--- src/rtl/flags_stack_reg.sv ---
// Condition-flag register with per-bit masked writes and a LIFO save/restore
// stack for nested interrupt/call entry, with sticky misuse error bits.
module flags_stack_reg #(
  parameter  int unsigned WIDTH = 3,
  parameter  int unsigned DEPTH = 4,
  localparam int unsigned CW    = $clog2(DEPTH + 1)
) (
  input  logic             clk,
  input  logic             rst,
  input  logic             en,
  input  logic [WIDTH-1:0] wr_mask,
  input  logic [WIDTH-1:0] d,
  input  logic             push,
  input  logic             pop,
  input  logic             err_clr,
  output logic [WIDTH-1:0] q,
  output logic [WIDTH-1:0] top,
  output logic [CW-1:0]    depth,
  output logic             full,
  output logic             empty,
  output logic             ovf_err,
  output logic             unf_err,
  output logic             prot_err
);

  localparam int unsigned IW = (DEPTH > 1) ? $clog2(DEPTH) : 1;

  logic [WIDTH-1:0] stack [DEPTH];
  logic [WIDTH-1:0] q_next;
  logic [CW-1:0]    depth_next;
  logic [IW-1:0]    wr_idx;
  logic [IW-1:0]    rd_idx;
  logic             do_push;
  logic             do_pop;
  logic             ovf_next;
  logic             unf_next;
  logic             prot_next;

  // Status decodes depend only on registered depth and stack contents.
  assign full   = (depth == CW'(DEPTH));
  assign empty  = (depth == '0);
  assign wr_idx = IW'(depth);
  assign rd_idx = IW'(depth - CW'(1));
  assign top    = empty ? '0 : stack[rd_idx];

  // Next-state: a legal pop overrides the masked write; conflicting requests are dropped.
  always_comb begin
    q_next     = q;
    depth_next = depth;
    do_push    = 1'b0;
    do_pop     = 1'b0;
    ovf_next   = ovf_err & ~err_clr;
    unf_next   = unf_err & ~err_clr;
    prot_next  = prot_err & ~err_clr;

    if (en) begin
      q_next = (q & ~wr_mask) | (d & wr_mask);
    end

    if (push && pop) begin
      prot_next = 1'b1;
    end else if (push) begin
      if (full) begin
        ovf_next = 1'b1;
      end else begin
        do_push    = 1'b1;
        depth_next = depth + CW'(1);
      end
    end else if (pop) begin
      if (empty) begin
        unf_next = 1'b1;
      end else begin
        do_pop     = 1'b1;
        depth_next = depth - CW'(1);
        q_next     = stack[rd_idx];
      end
    end
  end

  // State registers; the saved entry is the flag value before this cycle's write.
  always_ff @(posedge clk or posedge rst) begin
    if (rst) begin
      q        <= '0;
      depth    <= '0;
      ovf_err  <= 1'b0;
      unf_err  <= 1'b0;
      prot_err <= 1'b0;
      for (int unsigned i = 0; i < DEPTH; i++) begin
        stack[i] <= '0;
      end
    end else begin
      q        <= q_next;
      depth    <= depth_next;
      ovf_err  <= ovf_next;
      unf_err  <= unf_next;
      prot_err <= prot_next;
      if (do_push) begin
        stack[wr_idx] <= q;
      end
    end
  end

endmodule

--- config.mk ---
export PLATFORM = sky130hd
export DESIGN_NAME = flags_stack_reg
export DESIGN_NICKNAME = d
export VERILOG_FILES = /design/src/rtl/flags_stack_reg.sv
export SDC_FILE = /design/constraint.sdc
export NUM_CORES = 1
export LEC_CHECK = 0
export CAP_MARGIN = 20
export CORE_MARGIN = 2
export CORE_UTILIZATION = 44
export CTS_CLUSTER_SIZE = 28
export DETAILED_ROUTE_END_ITERATION = 7
export HOLD_SLACK_MARGIN = 0.03
export PLACE_DENSITY = 0.75
export SYNTH_ARGS = -nofsm -noshare
export SYNTH_HDL_FRONTEND = slang
export SYNTH_SLANG_ARGS = --single-unit
--- constraint.sdc ---
create_clock -name clk -period 2.01 [get_ports clk]
set_input_delay 0.3015 -clock clk [delete_from_list [all_inputs] [get_ports clk]]
set_output_delay 0.3015 -clock clk [all_outputs]
set_load 0.1 [all_outputs]
==> flow_summary.ini <==
[setup_path]
ff2ff_setup_slack_ps = 330
critical_path_class = register to primary output
crit_path_top_delay_cell = mux4_2
worstPathMaxFanout = 4
crit_chain = inv_4, ha_4, mux4_2, and2_4, buf_12
endpoint_kind = primary output
required_ps = 1710
worstSetupStartpointType = register
slowest_delay_ps = 500
cp.arrival_ps = 1910

[route]
drt_iter0_drc = 8
routed_wirelength_um = 2440
antenna_left = 0
drc_errors = 0
drt-vias-per-instance = 5.37
routedWlPerCell_um = 15.6
vias = 843
firstDrtPassIters = 4

[synthesis]
syn-num-nets = 109
synth_top_area_share_pct = 47.8
syn_inst = 92
synth-seq-cells = 21
synthFlopType = dfrtp_1
synthArstFlopShare_pct = 100
ys_types = 25
netlist_top_cells_count = dfrtp_1 (21), mux2_2 (12), nand2_1 (10), inv_1 (6)
seq_area_frac_synth_pct = 47.8
netlist_area_mm2 = 0.00110
synth_enable_flop_cells = 0
synth_area_leaders = dfrtp_1 (48%), mux2_2 (12%), mux4_2 (6.1%)
post-synth-top-count-cell = dfrtp_1
synth_top_area_cell = dfrtp_1
yosys_warnings = 0
synth_area_per_cell_um2 = 12.0

[clocking]
clock_path_buffers = 2
clk_latency_ps = 310
tritoncts = done
clk_pin_slew_ps = 120
cts_resized = 0
cts_buffers = 3
clockRootBuffer = clkbuf_4
cts.sinks = 21
ctsHoldBuffers = 0
htreeDepth = 1

[floorplan]
chipWidth_um = 54.0
row_count = 18
coreArea_mm2 = 0.00243
ios = 26
floorplan.initialDensity_pct = 45.2
die-height_um = 54.0
die_area_mm2 = 0.00292

[place]
dp_slack_ps = 67.5
dpl.hpwl_um = 1820
gp_congestion = 0.905
port_buffers = 25

[sta]
tightest_slew_ps = 367
setup_violations = 3
fmax_mhz = 453
final.setup_skew_ps = 6.12
slew_headroom_pct = 75.5
period_minus_slack_ps = 2210
setup_ws_ps = -199
rsz0062_at_grt = yes
hold_violations = 0
slew_violations = 0
post-route-period-util_pct = 110

[finish]
diodes = 0
n_fill_cell = 205
num-nets-final = 145
syn_to_final_growth_pct = 39.4
drive_gt1_share_pct = 42.5

[hold_path]
min_path_type = primary input to asynchronous set/reset pin

[run]
maxCapViolCount = 0

[global_routing]
antenna_found_initial = 0
overflow = 0
grt_start_max_net_pins = 16
track_usage_pct = 20.0
grt_pass1_vias = 881
grt_pass1_wl_um = 3990

[status]
failed_checks = setup timing
status = finished with violations
[area by class of cell]
cell class / instances / area (um2) / area share, %
multi-input combinational: 65 / 577 / 37.6
clock buffer: 3 / 22.5 / 1.47
tap: 30 / 37.5 / 2.45
inverter: 6 / 31.3 / 2.04
timing repair buffer: 31 / 323 / 21.1
clock inverter: 1 / 7.51 / 0.490
sequential: 21 / 534 / 34.9
[placed cells by master (no fill, tap or decap)]
cell type        synthesis  layout
a22oi_1                  1       1
a22o_1                   3       3
ha_1                     5       4
xnor2_1                  1       1
o21ai_0                  4       4
buf_12                   0       5
dfrtp_4                  0       2
nor2_2                   1       1
and2_4                   1       2
o31ai_1                  1       1
nand2b_2                 1       1
a21oi_1                  1       1
inv_1                    6       3
mux2i_1                  3       3
nand2b_1                 1       1
mux2_2                  12      12
clkinvlp_4               0       2
ha_4                     0       1
nor2_4                   0       1
o22ai_1                  1       1
and2_2                   0       2
nor2_1                   5       4
xor2_1                   1       1
a32o_1                   2       2
inv_4                    0       2
clkdlybuf4s50_1          0      11
nor2b_1                  3       3
nand2b_4                 1       1
buf_4                    0      15
dfrtp_1                 21      18
o2111ai_1                1       1
mux4_2                   3       3
nand2_1                 10      10
clkbuf_4                 0       3
dfrtp_2                  0       1
[through the flow]
stage	utilization (%)	std cells	instance area (um2)	hold slack, ps	setup TNS [ps]
2_1_floorplan	-	92	1140	278	-93.8
3_3_place_gp	60.5	149	1470	483	0
3_5_place_dp	60.5	149	1470	490	0
4_1_cts	62.7	156	1530	211	-542
5_1_grt	63.0	157	1530	212	-690
6_report	63.0	157	1530	208	-475
[sequential cells by signal (all words and copies together) (netlist names)]
name / flops
q: 3
depth: 3
prot_err: 1
ovf_err: 1
stack: 12
unf_err: 1
[final timing paths]
kind                       startpoint        to  depth (start not counted)
setup reg to reg             depth[0]  stack[9]                          5
hold reg to reg              stack[7]  stack[7]                          1
setup / recovery             depth[1]    top[0]                          5
hold / removal                    rst  depth[1]                          2
max in group asynchronous         rst  stack[0]                          3
min in group clk             stack[7]  stack[7]                          1
[worst max-delay path, delay by kind of cell, from the launching register on]
family	cells	cell delay (ps)
AND/OR/NAND/NOR	1	160
adder cells (fa/ha/maj)	1	280
multiplexers	1	500
buffers and inverters	2	200
flip-flops	1	440
[routing by layer]
layer / global-route usage, % / vias to the layer above / share of wire, %
met5: 0 / - / 0
met4: 10.0 / 0 / 2.3
met3: 5.83 / 6 / 4.3
met2: 32.1 / 23 / 49
met1: 24.3 / 416 / 44
li1: - / 398 / -
[what timing repair did]
item	4_1_cts	5_1_grt
cloned	0	0
pin swaps	2	1
setup endpoints to repair	3	3
buffers inserted	3	1
[kinds of logic after synthesis]
| family | synth area share (%) |
|---|---|
| xor+xnor | 1.59 |
| simple gates | 12.5 |
| buf+inv | 2.05 |
| fa+ha+maj | 5.69 |
| flops | 47.8 |
| compound gates | 9.22 |
| mux | 21.2 |
Power is not shown: default switching activity piles up to over one toggle a cycle in this logic, so the estimate is an artifact.
